--- config.mk ---
export PLATFORM = sky130hd
export DESIGN_NAME = sig_debounce
export DESIGN_NICKNAME = d
export VERILOG_FILES = /design/src/rtl/sig_debounce_pkg.sv /design/src/rtl/sig_debounce_sync_chain.sv /design/src/rtl/sig_debounce.sv
export SDC_FILE = /design/constraint.sdc
export NUM_CORES = 1
export LEC_CHECK = 0
export ABC_AREA = 1
export CAP_MARGIN = 30
export CORE_MARGIN = 5
export CORE_UTILIZATION = 30
export CTS_CLUSTER_DIAMETER = 120
export DETAILED_ROUTE_END_ITERATION = 12
export MAX_ROUTING_LAYER = met4
export SYNTH_ARGS = -nofsm -noshare
export SYNTH_HDL_FRONTEND = slang
export SYNTH_SLANG_ARGS = --single-unit
--- constraint.sdc ---
create_clock -name clk -period 2.8 [get_ports clk]
set_clock_uncertainty 0.15 [all_clocks]
set_input_delay 0.56 -clock clk [delete_from_list [all_inputs] [get_ports clk]]
set_output_delay 0.56 -clock clk [all_outputs]
set_load 0.1 [all_outputs]
--- src/rtl/sig_debounce_pkg.sv ---
// Shared types and helpers for the sig_debounce input-conditioning stage.
// The optional glitch counter is controlled by SIG_DEBOUNCE_GLITCH_CNT_EN.
package sig_debounce_pkg;

    typedef enum logic {
        IDLE  = 1'b0,
        COUNT = 1'b1
    } state_t;

    localparam int GLITCH_W = 16;

    // Smallest width w (at least 1) such that 2**w >= n.
    function automatic int cnt_width(input int n);
        int w;
        w = 1;
        while ((1 << w) < n) begin
            w = w + 1;
        end
        return w;
    endfunction

endpackage

--- src/rtl/sig_debounce_sync_chain.sv ---
// Plain flop chain that brings an asynchronous input into the clk domain.
// It is shared by other asynchronous inputs, so it stays generic.
module sync_chain #(
    parameter int   STAGES    = 2,
    parameter logic RST_LEVEL = 1'b0
) (
    input  logic clk,
    input  logic rst_n,
    input  logic d,
    output logic q
);

    (* ASYNC_REG = "TRUE" *) logic [STAGES-1:0] chain;

    // Shift the raw input through the chain; nothing sits between the stages.
    always_ff @(posedge clk) begin
        if (!rst_n) begin
            chain <= {STAGES{RST_LEVEL}};
        end else begin
            chain <= {chain[STAGES-2:0], d};
        end
    end

    assign q = chain[STAGES-1];

endmodule

--- src/rtl/sig_debounce.sv ---
// Synchronise a raw input and only pass a level change once it has stayed
// stable for DB_CYCLES consecutive cycles. Defining
// SIG_DEBOUNCE_GLITCH_CNT_EN adds a saturating count of rejected changes.
module sig_debounce
    import sig_debounce_pkg::*;
#(
    parameter int   SYNC_STAGES = 2,
    parameter int   DB_CYCLES   = 1000,
    parameter logic RST_LEVEL   = 1'b0
) (
    input  logic                clk,
    input  logic                rst_n,
    input  logic                sig_in,
    output logic                sig_out,
    output logic                busy,
    output logic [GLITCH_W-1:0] glitch_cnt
);

    localparam int            CW       = cnt_width(DB_CYCLES + 1);
    localparam logic [CW-1:0] CNT_LAST = CW'(DB_CYCLES - 1);

    logic          sync_q;
    state_t        state_q, state_d;
    logic [CW-1:0] cnt_q, cnt_d;
    logic          out_q, out_d;

    sync_chain #(
        .STAGES    (SYNC_STAGES),
        .RST_LEVEL (RST_LEVEL)
    ) u_sync (
        .clk   (clk),
        .rst_n (rst_n),
        .d     (sig_in),
        .q     (sync_q)
    );

    // State, qualification counter and the registered clean level.
    always_ff @(posedge clk) begin
        if (!rst_n) begin
            state_q <= IDLE;
            cnt_q   <= '0;
            out_q   <= RST_LEVEL;
        end else begin
            state_q <= state_d;
            cnt_q   <= cnt_d;
            out_q   <= out_d;
        end
    end

    // Decide whether a mismatch starts, continues, completes or aborts qualification.
    always_comb begin
        state_d = state_q;
        cnt_d   = cnt_q;
        out_d   = out_q;
        case (state_q)
            IDLE: begin
                if (sync_q != out_q) begin
                    if (DB_CYCLES == 1) begin
                        out_d = sync_q;
                    end else begin
                        cnt_d   = CW'(1);
                        state_d = COUNT;
                    end
                end
            end
            COUNT: begin
                if (sync_q == out_q) begin
                    cnt_d   = '0;
                    state_d = IDLE;
                end else if (cnt_q == CNT_LAST) begin
                    out_d   = sync_q;
                    cnt_d   = '0;
                    state_d = IDLE;
                end else begin
                    cnt_d = cnt_q + CW'(1);
                end
            end
            default: begin
                cnt_d   = '0;
                state_d = IDLE;
            end
        endcase
    end

    assign sig_out = out_q;
    assign busy    = (state_q == COUNT);

`ifdef SIG_DEBOUNCE_GLITCH_CNT_EN
    logic [GLITCH_W-1:0] glitch_q;

    // Count every bounce back out of COUNT, holding at all-ones.
    always_ff @(posedge clk) begin
        if (!rst_n) begin
            glitch_q <= '0;
        end else if ((state_q == COUNT) && (sync_q == out_q) && (glitch_q != '1)) begin
            glitch_q <= glitch_q + GLITCH_W'(1);
        end
    end

    assign glitch_cnt = glitch_q;
`else
    assign glitch_cnt = '0;
`endif

endmodule
[Word level (Yosys, flattened, before mapping)]
Cells that the tools add are included.
W data, S select, Z words.
Storage, ports and cells
  input port bits: 3
  word-level logic and storage cells: 20
  output and inout port bits: 18
  memories kept: 0
  register bits: 14
  memory bits (writable): 0
  latch bits: 0
  ROM bits: 0
Cells by class
  equal/unequal tests: 4
  shifts and indexed selects: 0
  $lt $le $gt $ge: 0
  multiply operators: 0
  reduce and logical (&&, ||, !) cells: 1
  bitwise gates (word level): 2
  $add $sub $neg: 1
  div/mod/pow operators: 0
  muxes and demuxes: 8
Operators with widths (count)
  $mux W10: 3
  $pmux W10 S2: 1
  $add A10 B1 Y10 const B: 1
  $eq A10 B10 Y1 const B: 1
  $mux W1: 3
  $reduce_and A3 Y1: 1
  $ne A2 B2 Y1 const B: 1
  $not A1 Y1: 2
  $pmux W1 S2: 1
  $eq A1 B1 Y1: 1
  $ne A1 B1 Y1: 1

[Logic depth before layout (Yosys ltp)]
Gate-level depths: netlist of the first run.
  depth after elaboration: 4
  depth in mapped cells: 7
  depth with buffers taken out: 7

[By module]
Synthesis of the first run repeated with hierarchy kept, for this count alone.
Second synthesis, totals
  cells, all modules: 141
  area, all modules: 917.1 µm²
Modules (own cells, without submodules)
  sig_debounce: cells an instance 135, sequential area each 240.2 µm², area an instance 862.1 µm², times used 1
  sync_chain: cells an instance 6, sequential area each 40.0 µm², area an instance 55.1 µm², times used 1

[Least setup slack after synthesis of the first run]
OpenSTA, ideal clock, no wires.
  kind: register to register
  start point: reg state_q (netlist: busy)
  end point: reg cnt_q[9]
  required time: 2.534 ns
  setup slack: 0.745 ns
  path buffers: 0
  cell stages (with the launch flop): 6
  library setup time: 0.116 ns
  data arrival time: 1.789 ns
  period minus slack after synthesis: 2.055 ns
  cells stage by stage: dfxtp_1 inv_1 nand3_1 clkinv_1 a21oi_1 nor2_1
On the way
  word-level cells in the longest chain between the ends: 2
  elaborated cells between the ends (all ways): 3
  classes of those cells: 1 x eq/ne; 1 x mux; 1 x bitwise
RTL lines
  start, declared: RTL line sig_debounce.sv:23  | state_t state_q, state_d;
  start signal, assigned: RTL line sig_debounce.sv:44  | state_q <= state_d;
  $not A1 Y1
  $pmux W10 S2 / $ne A2 B2 Y1 (equally long branches)
  end signal, assigned: RTL line sig_debounce.sv:45  | cnt_q <= cnt_d;
  end, declared: RTL line sig_debounce.sv:24  | logic [CW-1:0] cnt_q, cnt_d;
Parallel ways exist; a longest one is shown, timed or not.
A chain may end at the register's enable or synchronous reset.

[Worst setup path in the final report of the first run]
  start point: reg state_q (netlist: busy)
  end point: out busy
RTL lines
  end, declared: RTL line sig_debounce.sv:15  | output logic busy,
No word-level cell between the ends.

==> results.py, run 1 <==
metrics = {
    "status": {
        "outcome": "complete, no violations",
    },
    "floorplanning": {
        "core_area_sq_mm": 0.00281,
        "dieWidth_um": 64.8,
        "die_area_sq_mm": 0.00419,
        "fp-row-count": 19,
        "io_pins": 21,
        "initial_core_util_pct": 32.1,
        "die_h_um": 64.8,
    },
    "worst_setup_path": {
        "critPathRequiredTime_ns": 2.09,
        "critical_path_buf_inv_count": 1,
        "rrSetupSlack_ns": 1.22,
        "path_cells": "buf_4",
        "slowest_stage": "dfxtp_1",
        "endpoint_kind": "primary output",
        "cpLargestDelayFamily": "flip-flops",
        "max_stage_delay_ns": 0.40,
        "r2r_end": "cnt_q[9]",
        "timing.rr.start": "cnt_q[0]",
        "cp-start-kind": "flop",
        "rr_worst_depth": 6,
        "worstSetupPathType": "reg -> out",
        "path_max_fanout": 5,
        "arrival_ns": 1.00,
    },
    "sta": {
        "rsz0062_at_grt": "no",
        "min_period_ns": 1.71,
        "fmax_mhz": 584,
        "finalSetupTns_ns": 0,
        "slew_violations": 0,
        "hold_violations": 0,
        "finalCritPeriodShare_pct": 61.2,
        "setup_viol": 0,
    },
    "grt": {
        "antenna_found_initial": 0,
        "gr-total-overflow": 0,
        "grt_pass1_wl_um": 2840,
        "grt_use_total_pct": 8.97,
        "grt_max_degree": 11,
        "grt_pass1_vias": 688,
    },
    "clocking": {
        "cts-root-buf": "clkbuf_4",
        "clkSinkCount": 14,
        "cts_hold_buf": 0,
        "cts_resized": 0,
        "clock_latency_ns": 0.29,
        "cts_buffer_depth": 2,
        "cts-htree-levels": 1,
        "cts_tree": "built",
        "post-cts-setup-buffer-count": 0,
        "cts_buffers": 3,
        "clk_pin_slew_ns": 0.08,
    },
    "hold_path": {
        "whs_path_depth": 2,
        "min_from": "u_sync.chain[0]",
        "hold_path_end": "u_sync.chain[1]",
        "hold_class": "reg -> reg",
    },
    "layout": {
        "synthToLayoutAreaGrowth_pct": 4.31,
        "diodes": 0,
        "final_cell_mix": "nand2_1 (27), inv_1 (16), conb_1 (16)",
        "drive_above_1_share_pct": 9.70,
        "finalNetCount": 139,
        "final_cells": 165,
        "fill_cells": 316,
        "final_util_pct": 33.5,
        "final_common_cell": "nand2_1",
    },
    "pwr": {
        "ir_drop_mv": 0.237,
        "clkPwrFrac_pct": 32.5,
        "p_comb_share_pct": 23.9,
        "internal-power_uw": 286,
        "leakage_nw": 0.407,
        "power.switching_uw": 181,
        "powerDensity_mw_per_mm2": 498,
        "p_seq_share_pct": 43.5,
        "p_sw_share_pct": 38.7,
    },
    "yosys": {
        "synth_top_area_share_pct": 31.2,
        "synth_cell_types": 23,
        "yosys_warnings": 0,
        "ys_ff_latch": 14,
        "synth.cell_area_sq_um": 900,
        "ys_seq_area_share_pct": 31.2,
        "ys_async_sr_fraction_pct": 0,
        "yosys-top-cells-area": "dfxtp_1 (31%), buf_4 (14%), nand2_1 (11%)",
        "synth-main-ff-cell": "dfxtp_1",
        "synth_edf_count": 0,
        "syn_avg_cell_area_sq_um": 7.03,
        "syn_inst": 128,
        "yosysTopAreaCell": "dfxtp_1",
    },
    "placement": {
        "dp_hpwl_um": 1370,
        "dpl.cell_count": 161,
        "gp_congestion": 0.829,
        "place.port_buffers": 4,
    },
    "drt": {
        "drtIter0Drc": 10,
        "route.detailed.drc": 0,
        "drt-total-wl_um": 1770,
        "wl_per_cell_um": 10.7,
        "vias": 785,
        "viasPerCell": 4.76,
        "drt-pass1-iter-count": 4,
        "ant_nets": 0,
    },
    "flow_run": {
        "cap_violations": 0,
    },
}
-- power by group through the flow --
stage / combinational (mW) / sequential (mW) / clock [mW]
final: 0.112 / 0.203 / 0.152
after global placement: 0.111 / 0.208 / 0
after floorplan: 0.121 / 0.210 / 0
after detailed placement: 0.111 / 0.208 / 0
after CTS: 0.111 / 0.203 / 0.154
after global routing: 0.115 / 0.204 / 0.164
-- state kept, by name, summed over array words and instances (netlist names) --
| signal | flops |
|---|---|
| cnt_q | 10 |
| u_sync.chain | 2 |
| busy | 1 |
| sig_out | 1 |
-- worst max path at each step --
stage | slack, ns | depth (start not counted) | endpoint | from
after CTS | 1.07 | 1 | busy | busy
final | 1.09 | 1 | busy | busy
after global placement | 1.00 | 3 | cnt_q[0] | rst_n
after detailed placement | 0.95 | 3 | cnt_q[0] | rst_n
after global routing | 1.05 | 1 | busy | busy
after floorplan | 0.75 | 5 | cnt_q[9] | busy
-- stage by stage --
step / instance area (sq um) / hold slack, ns / power [mW] / worst slack, ns
2_1_floorplan: 956 / 0.240 / 0.331 / 0.745
3_3_place_gp: 902 / 0.267 / 0.319 / 1.00
3_5_place_dp: 902 / 0.266 / 0.320 / 0.948
4_1_cts: 938 / 0.287 / 0.469 / 1.07
5_1_grt: 938 / 0.300 / 0.482 / 1.05
6_report: 938 / 0.280 / 0.468 / 1.09
-- Yosys cell counts, types with 2 or more instances --
| library cell | count |
|---|---|
| buf_4 | 17 |
| o21bai_1 | 2 |
| nand3_1 | 15 |
| o21ai_0 | 4 |
| dfxtp_1 | 14 |
| nor3_1 | 3 |
| nand2_1 | 27 |
| nor2_1 | 5 |
| inv_1 | 16 |
| a21oi_1 | 9 |
| nand4_1 | 4 |
-- layer usage --
| layer | track usage, % | up-vias | routed length [um] |
|---|---|---|---|
| li1 | - | 394 | - |
| met1 | 9.19 | 365 | 793 |
| met2 | 15.2 | 22 | 867 |
| met3 | 2.25 | 4 | 82 |
| met4 | 5.80 | 0 | 28 |
| met5 | - | - | 0 |
-- worst register-to-register path, stage by stage (launching register included) --
cell	delay, ns
dfxtp_1	0.39
ha_1	0.24
nand2_2	0.10
nor2_2	0.20
nand4_4	0.19
a21oi_1	0.17
nor2_1	0.06
-- cell type report --
class | count | area [sq um] | area share, %
Sequential cell | 14 | 280 | 29.9
Clock buffer | 4 | 36.3 | 3.87
Inverter | 17 | 63.8 | 6.80
Timing Repair Buffer | 4 | 35.0 | 3.73
Tap cell | 31 | 38.8 | 4.13
Multi-Input combinational cell | 95 | 484 | 51.6
-- kinds of logic (layout without fill, tap and decap cells) --
kind of cell,after synthesis,count (layout),synth area share (%)
DFF,14,14,31.2
xor gates and xnor gates,1,1,0.974
AOI/OAI and AO/OA,17,17,11.7
other,1,16,0.417
and+or+nand+nor,60,60,33.1
buffers and inverters,34,25,21.3
adders and majority gates,1,1,1.39
Power figures use the tool's default switching activity.
==> run 2, diff against run 1 <==
clock period = 1.8 ns   (was 2.8 ns; I/O delays follow)
==> results.py, run 2 (same netlist as run 1, synthesis figures left out) <==
metrics = {
    "layout": {
        "largest_reg_flops": 10,
        "final_cells": 164,
        "drive_above_1_share_pct": 10.5,
        "finalNetCount": 139,
        "final_common_cell": "nand2_1",
        "reg_top3": "cnt_q: 10 flops, u_sync.chain: 2 flops",
        "fill_cells": 292,
        "diodes": 0,
        "synthToLayoutAreaGrowth_pct": 5.84,
        "largest-register": "cnt_q",
        "final_cell_mix": "nand2_1 (27), inv_1 (16), conb_1 (16)",
    },
    "clocking": {
        "cts_resized": 0,
        "cts-htree-levels": 1,
        "cts_buffer_depth": 2,
        "clock_latency_ns": 0.28,
        "cts_hold_buf": 0,
        "clkSinkCount": 14,
        "clk_pin_slew_ns": 0.09,
        "post-cts-setup-buffer-count": 0,
        "cts-root-buf": "clkbuf_4",
        "cts_buffers": 3,
        "cts_tree": "built",
    },
    "worst_setup_path": {
        "slowest_stage": "dfxtp_1",
        "worstSetupPathType": "reg -> reg",
        "critPathRequiredTime_ns": 1.82,
        "max_stage_delay_ns": 0.38,
        "rrSetupSlack_ns": 0.18,
        "endpoint_kind": "flop",
        "cp.depth": 6,
        "path_cells": "ha_1, nand2_2, nor2_2, nand4_4, a21oi_1, nor2_1",
        "critical_path_buf_inv_count": 0,
        "r2r_end": "cnt_q[9]",
        "path_max_fanout": 8,
        "cpLargestDelayFamily": "simple AND/OR/NAND/NOR gates",
        "timing.rr.start": "cnt_q[0]",
        "rr_worst_depth": 6,
        "arrival_ns": 1.64,
        "cp-start-kind": "flop",
        "crit_path_end": "cnt_q[9]",
        "startpoint": "cnt_q[0]",
    },
    "floorplanning": {
        "die_area_sq_mm": 0.00419,
        "io_pins": 21,
        "fp-row-count": 19,
        "die_h_um": 64.8,
        "dieWidth_um": 64.8,
        "core_area_sq_mm": 0.00281,
        "initial_core_util_pct": 32.1,
    },
    "sta": {
        "finalSetupTns_ns": 0,
        "hold_violations": 0,
        "setup_viol": 0,
        "fmax_mhz": 616,
        "min_period_ns": 1.62,
        "finalCritPeriodShare_pct": 90.1,
        "slew_violations": 0,
        "rsz0062_at_grt": "no",
    },
    "placement": {
        "place.port_buffers": 4,
        "dp_hpwl_um": 1390,
        "dpl.cell_count": 161,
        "gp_congestion": 0.863,
    },
    "drt": {
        "drtIter0Drc": 29,
        "drt-pass1-iter-count": 4,
        "vias": 773,
        "ant_nets": 0,
        "drt-total-wl_um": 1830,
        "viasPerCell": 4.71,
        "wl_per_cell_um": 11.1,
        "route.detailed.drc": 0,
    },
    "grt": {
        "antenna_found_initial": 0,
        "gr-total-overflow": 0,
        "grt_pass1_wl_um": 2980,
        "grt_max_degree": 11,
        "grt_use_total_pct": 9.24,
        "grt_pass1_vias": 730,
    },
    "pwr": {
        "powerDensity_mw_per_mm2": 705,
        "leakage_nw": 0.406,
        "ir_drop_mv": 0.346,
    },
    "flow_run": {
        "cap_violations": 0,
    },
    "hold_path": {
        "min_from": "u_sync.chain[0]",
        "hold_class": "reg -> reg",
    },
    "status": {
        "outcome": "complete, no violations",
    },
}
-- run 2: changes by cell type in the layout (fill, tap and decap cells not counted) --
| cell | delta |
|---|---|
| buf_12 | +2 |
| buf_4 | -2 |
| dfxtp_1 | -2 |
| dfxtp_2 | +2 |
| clkbuf_8 | -1 |
-- run 2: worst reg2reg max path, cell delays in order, from the launching register on --
cell and delay, ns:
dfxtp_1 0.38, ha_1 0.26, nand2_2 0.11, nor2_2 0.19
nand4_4 0.19, a21oi_1 0.18, nor2_1 0.06
-- run 2: through the flow --
step           cell area (sq um)  power (mW)  hold slack (ns)  setup WS [ns]  util, %
6_report                     952       0.671            0.277          0.178     33.9
5_1_grt                      952       0.695            0.308         0.0777     33.9
4_1_cts                      952       0.677            0.280          0.188     33.9
3_5_place_dp                 930       0.499            0.260          0.128     33.1
3_3_place_gp                 930       0.498            0.258          0.215     33.1
2_1_floorplan                958       0.515            0.240          0.141        -
-- run 2: worst min path at each step --
stage	end	slack, ns	cells after the start
after detailed placement	u_sync.chain[1]	0.26	2
after global placement	u_sync.chain[1]	0.26	2
after global routing	u_sync.chain[1]	0.31	2
after CTS	u_sync.chain[1]	0.28	2
after floorplan	u_sync.chain[1]	0.24	2
final	u_sync.chain[1]	0.28	2
-- run 2: cell type report --
type / instances / area, sq um / area share (%)
Timing Repair Buffer: 4 / 60.1 / 6.31
Inverter: 17 / 63.8 / 6.70
Multi-Input combinational cell: 95 / 484 / 50.9
Sequential cell: 14 / 283 / 29.7
Clock buffer: 3 / 22.5 / 2.37
Tap cell: 31 / 38.8 / 4.07
-- run 2: report_power, final --
group	switching (mW)	total, mW	internal [mW]
clock network	0.100	0.178	0.0775
logic	0.166	0.176	0.0105
registers	0.00344	0.317	0.313
total	0.269	0.671	0.401
-- run 2: routing by layer --
metal / up-vias / part of all wire (%) / track usage, %
met4: 0 / 0.33 / 3.96
met3: 2 / 6.5 / 3.11
li1: 392 / - / -
met2: 25 / 50 / 15.7
met1: 354 / 43 / 9.75
met5: - / 0 / -
